**src/rtl/pipe_hazard_ctrl_if.sv**
```systemverilog
// Control bundle between the RV32 datapath (master) and the hazard/sequencing controller (slave).
interface pipe_hazard_ctrl_if #(
  parameter int CNT_W = 32
);
  logic [4:0]       id_rs1;
  logic [4:0]       id_rs2;
  logic             ex_memread;
  logic [4:0]       ex_rd;
  logic             ex_branch_taken;
  logic             ex_halt;
  logic             mem_access;
  logic             dmem_ready;
  logic             wb_halt;
  logic             resume;

  logic             pc_en;
  logic             ifid_en;
  logic             idex_en;
  logic             exmem_en;
  logic             memwb_en;
  logic             ifid_flush;
  logic             idex_flush;
  logic             memwb_bubble;
  logic             halted;
  logic             mem_err;
  logic [1:0]       state;
  logic [CNT_W-1:0] stall_cycles;

  modport master (
    output id_rs1, id_rs2, ex_memread, ex_rd, ex_branch_taken, ex_halt,
           mem_access, dmem_ready, wb_halt, resume,
    input  pc_en, ifid_en, idex_en, exmem_en, memwb_en, ifid_flush, idex_flush,
           memwb_bubble, halted, mem_err, state, stall_cycles
  );

  modport slave (
    input  id_rs1, id_rs2, ex_memread, ex_rd, ex_branch_taken, ex_halt,
           mem_access, dmem_ready, wb_halt, resume,
    output pc_en, ifid_en, idex_en, exmem_en, memwb_en, ifid_flush, idex_flush,
           memwb_bubble, halted, mem_err, state, stall_cycles
  );
endinterface

```
**src/rtl/pipe_hazard_ctrl.sv**
```systemverilog
// 5-stage pipeline sequencer: load-use bubbles, branch flushes, dmem freezes, halt drain,
// dmem watchdog and a saturating stall counter. Outputs are combinational from state_q.
module pipe_hazard_ctrl #(
  parameter int MEM_TIMEOUT = 255,
  parameter int CNT_W       = 32
) (
  input  logic               clk,
  input  logic               reset,
  pipe_hazard_ctrl_if.slave  bus
);
  localparam logic [1:0] ST_RUN    = 2'd0;
  localparam logic [1:0] ST_DRAIN  = 2'd1;
  localparam logic [1:0] ST_HALTED = 2'd2;
  localparam logic [1:0] ST_ERROR  = 2'd3;

  localparam int                WAIT_W    = (MEM_TIMEOUT > 0) ? $clog2(MEM_TIMEOUT + 1) : 1;
  localparam bit                WDOG_EN   = (MEM_TIMEOUT > 0);
  localparam logic [WAIT_W-1:0] WAIT_LAST = WAIT_W'((MEM_TIMEOUT > 0) ? MEM_TIMEOUT - 1 : 0);

  logic [1:0]        state_q, state_d;
  logic [WAIT_W-1:0] wait_cnt_q, wait_cnt_d;
  logic [CNT_W-1:0]  stall_cycles_q, stall_cycles_d;

  logic mem_stall, lu_hazard, count_stall;
  logic pc_en, ifid_en, idex_en, exmem_en, memwb_en;
  logic ifid_flush, idex_flush, memwb_bubble, halted, mem_err;

  function automatic logic [CNT_W-1:0] sat_inc(input logic [CNT_W-1:0] v);
    return (&v) ? v : v + CNT_W'(1);
  endfunction

  assign mem_stall = bus.mem_access & ~bus.dmem_ready;
  assign lu_hazard = bus.ex_memread & (bus.ex_rd != 5'd0) &
                     ((bus.ex_rd == bus.id_rs1) | (bus.ex_rd == bus.id_rs2));
  // A taken branch squashes the dependent instruction, so its hazard costs no stall.
  assign count_stall = mem_stall | (lu_hazard & ~bus.ex_branch_taken);

  always_comb begin
    pc_en        = 1'b0;
    ifid_en      = 1'b0;
    idex_en      = 1'b0;
    exmem_en     = 1'b0;
    memwb_en     = 1'b0;
    ifid_flush   = 1'b0;
    idex_flush   = 1'b0;
    memwb_bubble = 1'b0;
    halted       = 1'b0;
    mem_err      = 1'b0;
    if (reset) begin
      ifid_flush   = 1'b1;
      idex_flush   = 1'b1;
      memwb_bubble = 1'b1;
    end else begin
      case (state_q)
        ST_HALTED: halted = 1'b1;
        ST_ERROR: begin
          halted  = 1'b1;
          mem_err = 1'b1;
        end
        default: begin
          if (mem_stall) begin
            memwb_en     = 1'b1;
            memwb_bubble = 1'b1;
          end else begin
            ifid_en  = 1'b1;
            idex_en  = 1'b1;
            exmem_en = 1'b1;
            memwb_en = 1'b1;
            pc_en    = (state_q == ST_RUN);
            if (bus.ex_branch_taken) begin
              ifid_flush = 1'b1;
              idex_flush = 1'b1;
            end else if (lu_hazard) begin
              pc_en      = 1'b0;
              ifid_en    = 1'b0;
              idex_flush = 1'b1;
            end else if (bus.ex_halt || (state_q == ST_DRAIN)) begin
              pc_en      = 1'b0;
              ifid_flush = 1'b1;
              idex_flush = 1'b1;
            end
          end
        end
      endcase
    end
  end

  always_comb begin
    state_d        = state_q;
    wait_cnt_d     = '0;
    stall_cycles_d = stall_cycles_q;
    case (state_q)
      ST_RUN, ST_DRAIN: begin
        if (count_stall) stall_cycles_d = sat_inc(stall_cycles_q);
        if (mem_stall) begin
          if (WDOG_EN && (wait_cnt_q == WAIT_LAST)) state_d = ST_ERROR;
          else if (WDOG_EN) wait_cnt_d = wait_cnt_q + WAIT_W'(1);
        end else if (state_q == ST_RUN) begin
          if (bus.ex_halt && !bus.ex_branch_taken && !lu_hazard) state_d = ST_DRAIN;
        end else if (bus.wb_halt) begin
          state_d = ST_HALTED;
        end
      end
      ST_HALTED: if (bus.resume) state_d = ST_RUN;
      default: ;
    endcase
  end

  always_ff @(posedge clk) begin
    if (reset) begin
      state_q        <= ST_RUN;
      wait_cnt_q     <= '0;
      stall_cycles_q <= '0;
    end else begin
      state_q        <= state_d;
      wait_cnt_q     <= wait_cnt_d;
      stall_cycles_q <= stall_cycles_d;
    end
  end

  assign bus.pc_en        = pc_en;
  assign bus.ifid_en      = ifid_en;
  assign bus.idex_en      = idex_en;
  assign bus.exmem_en     = exmem_en;
  assign bus.memwb_en     = memwb_en;
  assign bus.ifid_flush   = ifid_flush;
  assign bus.idex_flush   = idex_flush;
  assign bus.memwb_bubble = memwb_bubble;
  assign bus.halted       = halted;
  assign bus.mem_err      = mem_err;
  assign bus.state        = reset ? ST_RUN : state_q;
  assign bus.stall_cycles = stall_cycles_q;
endmodule

```
**src/flat_wrapper.sv**
```systemverilog
// flat-port wrapper written by rule: the top's interface ports become plain ports
module pipe_hazard_ctrl_flat 
#(
  parameter int MEM_TIMEOUT = 255,
  parameter int CNT_W       = 32
)
  (clk, reset, bus_id_rs1, bus_id_rs2, bus_ex_memread, bus_ex_rd, bus_ex_branch_taken, bus_ex_halt, bus_mem_access, bus_dmem_ready, bus_wb_halt, bus_resume, bus_pc_en, bus_ifid_en, bus_idex_en, bus_exmem_en, bus_memwb_en, bus_ifid_flush, bus_idex_flush, bus_memwb_bubble, bus_halted, bus_mem_err, bus_state, bus_stall_cycles);
  pipe_hazard_ctrl_if #(.CNT_W(CNT_W)) bus_i ();
  input  logic clk;
  input  logic reset;
  input wire logic [$bits(bus_i.id_rs1)-1:0] bus_id_rs1;
  input wire logic [$bits(bus_i.id_rs2)-1:0] bus_id_rs2;
  input wire logic [$bits(bus_i.ex_memread)-1:0] bus_ex_memread;
  input wire logic [$bits(bus_i.ex_rd)-1:0] bus_ex_rd;
  input wire logic [$bits(bus_i.ex_branch_taken)-1:0] bus_ex_branch_taken;
  input wire logic [$bits(bus_i.ex_halt)-1:0] bus_ex_halt;
  input wire logic [$bits(bus_i.mem_access)-1:0] bus_mem_access;
  input wire logic [$bits(bus_i.dmem_ready)-1:0] bus_dmem_ready;
  input wire logic [$bits(bus_i.wb_halt)-1:0] bus_wb_halt;
  input wire logic [$bits(bus_i.resume)-1:0] bus_resume;
  output wire logic [$bits(bus_i.pc_en)-1:0] bus_pc_en;
  output wire logic [$bits(bus_i.ifid_en)-1:0] bus_ifid_en;
  output wire logic [$bits(bus_i.idex_en)-1:0] bus_idex_en;
  output wire logic [$bits(bus_i.exmem_en)-1:0] bus_exmem_en;
  output wire logic [$bits(bus_i.memwb_en)-1:0] bus_memwb_en;
  output wire logic [$bits(bus_i.ifid_flush)-1:0] bus_ifid_flush;
  output wire logic [$bits(bus_i.idex_flush)-1:0] bus_idex_flush;
  output wire logic [$bits(bus_i.memwb_bubble)-1:0] bus_memwb_bubble;
  output wire logic [$bits(bus_i.halted)-1:0] bus_halted;
  output wire logic [$bits(bus_i.mem_err)-1:0] bus_mem_err;
  output wire logic [$bits(bus_i.state)-1:0] bus_state;
  output wire logic [$bits(bus_i.stall_cycles)-1:0] bus_stall_cycles;
  assign bus_i.id_rs1 = bus_id_rs1;
  assign bus_i.id_rs2 = bus_id_rs2;
  assign bus_i.ex_memread = bus_ex_memread;
  assign bus_i.ex_rd = bus_ex_rd;
  assign bus_i.ex_branch_taken = bus_ex_branch_taken;
  assign bus_i.ex_halt = bus_ex_halt;
  assign bus_i.mem_access = bus_mem_access;
  assign bus_i.dmem_ready = bus_dmem_ready;
  assign bus_i.wb_halt = bus_wb_halt;
  assign bus_i.resume = bus_resume;
  assign bus_pc_en = bus_i.pc_en;
  assign bus_ifid_en = bus_i.ifid_en;
  assign bus_idex_en = bus_i.idex_en;
  assign bus_exmem_en = bus_i.exmem_en;
  assign bus_memwb_en = bus_i.memwb_en;
  assign bus_ifid_flush = bus_i.ifid_flush;
  assign bus_idex_flush = bus_i.idex_flush;
  assign bus_memwb_bubble = bus_i.memwb_bubble;
  assign bus_halted = bus_i.halted;
  assign bus_mem_err = bus_i.mem_err;
  assign bus_state = bus_i.state;
  assign bus_stall_cycles = bus_i.stall_cycles;
  pipe_hazard_ctrl #(.MEM_TIMEOUT(MEM_TIMEOUT), .CNT_W(CNT_W)) u_core (.clk(clk), .reset(reset), .bus(bus_i));
endmodule
```
**config.mk**
```make
export PLATFORM = sky130hd
export DESIGN_NAME = pipe_hazard_ctrl_flat
export DESIGN_NICKNAME = d
export VERILOG_FILES = /design/src/rtl/pipe_hazard_ctrl_if.sv /design/src/rtl/pipe_hazard_ctrl.sv /design/src/flat_wrapper.sv
export SDC_FILE = /design/constraint.sdc
export NUM_CORES = 1
export LEC_CHECK = 0
export ABC_AREA = 1
export ABC_CLOCK_PERIOD_IN_PS = 2100
export CORE_MARGIN = 5
export CORE_UTILIZATION = 50
export CTS_CLUSTER_DIAMETER = 200
export DETAILED_ROUTE_END_ITERATION = 8
export PLACE_DENSITY = 0.8
export SETUP_SLACK_MARGIN = 0.2
export SLEW_MARGIN = 40
export SYNTH_ARGS = -nofsm -noshare
export SYNTH_HDL_FRONTEND = slang
export SYNTH_SLANG_ARGS = --single-unit
```
**constraint.sdc**
```tcl
create_clock -name clk -period 2.1 [get_ports clk]
set_clock_uncertainty 0.1 [all_clocks]
set_input_delay 0.315 -clock clk [delete_from_list [all_inputs] [get_ports clk]]
set_output_delay 0.315 -clock clk [all_outputs]
set_load 0.01 [all_outputs]
```
* After elaboration in Yosys (flattened, before gate mapping)
Cells that the tools add are included.
** Storage, ports and cells
- Bits in registers :: 42
- Output and inout bits :: 44
- Word-level logic and storage cells :: 82
** Cells by class
- Bitwise gates (word level) :: 11
- Reduce and logical (&&, ||, !) cells :: 14
- Add/subtract/negate cells :: 2
- Muxes and demuxes :: 42
- Equality and inequality tests :: 10
** Operators by type and width (number)
- $mux W1 :: 34
- $add A32 B1 Y32 const B :: 1
- $reduce_and A32 Y1 :: 1
- $mux W2 :: 7
- $eq A5 B5 Y1 :: 2
- $add A8 B1 Y8 const B :: 1
- $eq A8 B8 Y1 const B :: 1
- $not A1 Y1 :: 5
- $reduce_and A5 Y1 :: 1
- $reduce_bool A5 Y1 :: 1
- $and A1 B1 Y1 :: 4
- $eq A2 B2 Y1 const B :: 2
- $ne A4 B2 Y1 const B :: 1
- $ne A4 B3 Y1 const B :: 1
- $pmux W2 S2 :: 1
- $reduce_or A2 Y1 :: 2
- $reduce_or A4 Y1 :: 1
- $ne A3 B3 Y1 const B :: 1
- $reduce_and A3 Y1 :: 1
- $eq A2 B1 Y1 const B :: 1
- $logic_and A1 B1 Y1 :: 2
- $logic_not A1 Y1 :: 2
- $logic_not A2 Y1 :: 1
- $ne A2 B2 Y1 const B :: 1
- 3 further kinds :: 4

* Logic depth before layout (Yosys ltp)
- Depth after elaboration :: 9
- Gate-level depth with buffers :: 12

* Worst setup path before layout
No wires, ideal clock.
- Path kind :: reg-to-reg
- From :: register u_core.stall_cycles_q[1], in the netlist u_core.bus.stall_cycles[1]
- To :: register u_core.stall_cycles_q[2], in the netlist u_core.bus.stall_cycles[2]
- Cell stages (with the launch flop) :: 10
- Required time :: 1868 ps
- Arrival time :: 1690 ps
- Clock period less this slack :: 1922 ps
- Library setup time :: 132 ps
- Slack :: 178 ps
- Path through :: dfxtp_1 ha_1 inv_1 nor3_4 nand2_2 nor2_4 a21oi_2 clkbuf_1 nand3_1 a21oi_1
** Between the ends
- Cells in the longest elaborated chain, start to end :: 3
- Elaborated cells on any way between the ends :: 4
** Ends and longest elaborated chain
- from (decl) :: RTL line pipe_hazard_ctrl.sv:22 : logic [CNT_W-1:0] stall_cycles_q, stall_cycles_d;
- from (signal assigned) :: RTL line pipe_hazard_ctrl.sv:117 : stall_cycles_q <= stall_cycles_d;
- parallel branches: the longest is 3 deep, another holds $add A32 B1 Y32
Several ways; the timed one is not identified.
A chain may end at the register's enable or synchronous reset.

* Worst setup path in the final report
- From :: input port bus_ex_rd[4]
- To :: output port bus_idex_flush
** Between the ends
- Cells in the longest elaborated chain, start to end :: 8
- Elaborated cells on any way between the ends :: 11
** Ends and longest elaborated chain
- from (decl) :: RTL line flat_wrapper.sv:14 : input wire logic [$bits(bus_i.ex_rd)-1:0] bus_ex_rd;
- $eq A5 B5 Y1 / $reduce_bool A5 Y1 (equally long branches) :: RTL line pipe_hazard_ctrl.sv:34, pipe_hazard_ctrl.sv:33
- $or A1 B1 Y1 / $and A1 B1 Y1 (equally long branches) :: RTL line pipe_hazard_ctrl.sv:34, pipe_hazard_ctrl.sv:33
- $and A1 B1 Y1 * :: RTL line pipe_hazard_ctrl.sv:33 : assign lu_hazard = bus.ex_memread & (bus.ex_rd != 5'd0) &
- $mux W1 * :: RTL line pipe_hazard_ctrl.sv:73 : end else if (lu_hazard) begin
- $mux W1 * :: RTL line pipe_hazard_ctrl.sv:70 : if (bus.ex_branch_taken) begin
- $mux W1 * :: RTL line pipe_hazard_ctrl.sv:61 : if (mem_stall) begin
- $mux W1 * :: RTL line pipe_hazard_ctrl.sv:54 : case (state_q)
- $mux W1 * :: RTL line pipe_hazard_ctrl.sv:49 : if (reset) begin
- to (decl) :: RTL line flat_wrapper.sv:27 : output wire logic [$bits(bus_i.idex_flush)-1:0] bus_idex_flush;
Every way passes the cells marked *; elsewhere a longest branch is shown, timed or not.

==> results.toml <==
[outcome]
outcome = "complete, no violations"

[power_and_ir_drop]
p_seq_share_pct = 39.4
power.switching_mw = 0.720
power.share.combinational_pct = 31.8
leakage_nw = 1.62
power_frac_clock_pct = 28.8
p_total_mw = 2.20
worst_ir_drop_vdd_uv = 509
p_per_area_nw_per_um2 = 553
internal_power_mw = 1.48
p_sw_share_pct = 32.8

[sta]
rsz0062_at_grt = "true"
hold_violations = 0
slew_headroom_pct = 76.0
whs_ps = 366
finalCriticalPeriod_ps = 1850
tightest_slew_ps = 357
period_share_pct = 88.2
fmax_ghz = 0.540
slew_violations = 0
fin_ws_ps = 248
setup_viol = 0

[cts]
cts_tree = "yes"
clock-sinks = 42
clock_latency_ps = 290
htreeDepth = 2
cts_made_buffers = 5
root_buffer = "clkbuf_8"
clk_pin_slew_ps = 70
cts.path.max_buffers = 2

[worst_setup_path]
path_cells = "dlygate4sd2_1, xnor2_1, nand3_1, nand2_2, nand2_2, o211ai_1, buf_2"
startpoint_type = "input pin"
worstPathRequired_ps = 1680
critPathMaxFanout = 3
critPathCaptureType = "primary output"
cp_slowest_cell = "dlygate4sd2_1"
cpMostUsedCell = "nand2_2"
rr_worst_depth = 10
worstSetupPathType = "in -> out"
arrival_ps = 1440
cpPeakStageDelay_ps = 280
rr_startpoint = "u_core.bus.stall_cycles[18]"
startpoint = "bus_ex_rd[4]"

[finish]
drive_above_1_share_pct = 17.3
layout_commonest_cell = "nand2_1"
areaGrowthSynthToFinish_pct = 40.4
multiInputGateArea_sq_um = 1830
finalInstanceArea_sq_um = 3970
num-fill-cells = 461
diodes = 0
final_nets = 582
seq_area_sq_um = 855
final_util_pct = 72.1
final_cell_mix = "143 x nand2_1, 53 x nor2_1, 45 x nand3_1"

[drt]
vias = 3240
route.detailed.drc = 0
antenna_left = 0
via_per_inst = 5.16
dr.pass1.iters = 4
wirelength_mm = 8.27
drt_iter0_markers = 193
wl_per_cell_microns = 13.2

[placement]
dp_slack_ps = -453
port_buffers = 67
place_area_sq_um = 3690
place_congestion = 0.954
hpwl_mm = 6.10

[grt]
met3_usage_pct = 4.17
grt_pass1_wl_mm = 13.1
grt_max_degree = 32
grt_usage_pct = 21.5
met2_usage_pct = 38.1
first_global_vias = 2903
gr-total-overflow = 0
antenna_found_initial = 0
busiest_layer = "met2"
met1_usage_pct = 26.1

[synth]
postSynthAreaPerCell_sq_um = 6.09
yosysSeqAreaShare_pct = 29.7
synth_top_area_share_pct = 29.7
synthTopCellsByArea = "dfxtp_1 30%, nand2_1 19%, nand3_1 8.3%"
synthCells = 464
synth_seq_cells = 42
synth_cell_types = 30
ys.warnings.count = 0
yosysTopAreaCell = "dfxtp_1"
synth_nets = 491
netlist_area_sq_um = 2830

[job]
maxCapViolations = 0

[die]
die_area_sq_um = 7260
coreArea_sq_um = 5510
die_w_microns = 85.2
io_pins = 68
fp.dieH_microns = 85.2
std_cell_rows = 27
start_util_pct = 51.4

[hold_path]
hp-class = "reg -> reg"
min_path_cells = 1
min_from = "u_core.wait_cnt_q[7]"
-- per-stage QoR --
step                      cells  TNS, ps
after floorplan             464        0
after global placement      612   -11030
after detailed placement    612   -13510
after CTS                   620        0
after global routing        628        0
final                       628        0
-- critical path, delay by kind of cell --
kind / cells / cell delay, ps
AOI/OAI and AO/OA: 1 / 190
xor gates and xnor gates: 1 / 190
buffers and inverters: 2 / 450
and+or+nand+nor: 3 / 280
-- state kept, by name, summed over array words and instances (netlist names) --
signal	cells
u_core.wait_cnt_q	8
u_core.state_q	2
u_core.bus.stall_cycles	32
-- layout make-up --
cell class | count | area share (%)
tap | 72 | 2.27
inverter | 46 | 4.35
multi-input combinational | 362 | 46.2
clock buffer | 5 | 1.73
sequential | 42 | 21.5
clock inverter | 3 | 1.01
timing repair buffer | 98 | 22.9
-- metal layers --
metal,share of wire (%),vias to the layer above
li1,-,1666
met1,42,1450
met2,49,96
met3,5.7,28
met4,3.3,0
met5,0,-
-- cells by family (layout without fill, tap and decap cells) --
group,count (synthesis),in the layout,share of synthesized area [%]
simple gates,287,287,43.3
buf+inv,60,152,9.03
compound gates,47,47,8.89
flops,42,42,29.7
xor+xnor,25,25,7.74
fa+ha+maj,3,3,1.33
-- worst paths after layout --
kind                                      to  slack, ps
hold reg to reg         u_core.wait_cnt_q[7]        370
setup reg to reg  u_core.bus.stall_cycles[1]        260
setup / recovery              bus_idex_flush        250
hold / removal          u_core.wait_cnt_q[7]        370
-- power groups by stage --
stage | registers [mW] | clock network (mW) | logic, mW
floorplan | 0.869 | 0 | 0.375
global placement | 0.871 | 0 | 0.647
detailed placement | 0.870 | 0 | 0.655
CTS | 0.855 | 0.639 | 0.616
global route | 0.868 | 0.686 | 0.763
finish | 0.865 | 0.633 | 0.699
-- what timing repair did --
| action | in CTS | in global routing |
|---|---|---|
| gates resized for setup | 47 | 49 |
| setup endpoints to repair | 44 | 39 |
| buffers inserted | 0 | 5 |
| gates cloned | 0 | 3 |
| pin swaps | 1 | 12 |
| hold buffers | 0 | 0 |
-- synthesized netlist by cell type --
library cell / number
a21oi_1: 36
a21oi_2: 1
a22o_1: 1
buf_2: 3
buf_4: 1
buf_6: 3
clkbuf_1: 7
dfxtp_1: 42
ha_1: 3
inv_1: 40
inv_2: 6
nand2_1: 146
nand2_2: 1
nand2_4: 1
nand3_1: 47
nand3b_1: 5
nand4_1: 4
nor2_1: 62
nor2_4: 1
nor3_1: 16
nor3_4: 1
nor3b_1: 1
o2111ai_1: 1
o211ai_1: 1
o21ai_0: 3
o21ai_1: 3
o21bai_1: 1
or2_2: 2
xnor2_1: 8
xor2_1: 17
No activity file was read; power rests on OpenSTA's default activity.
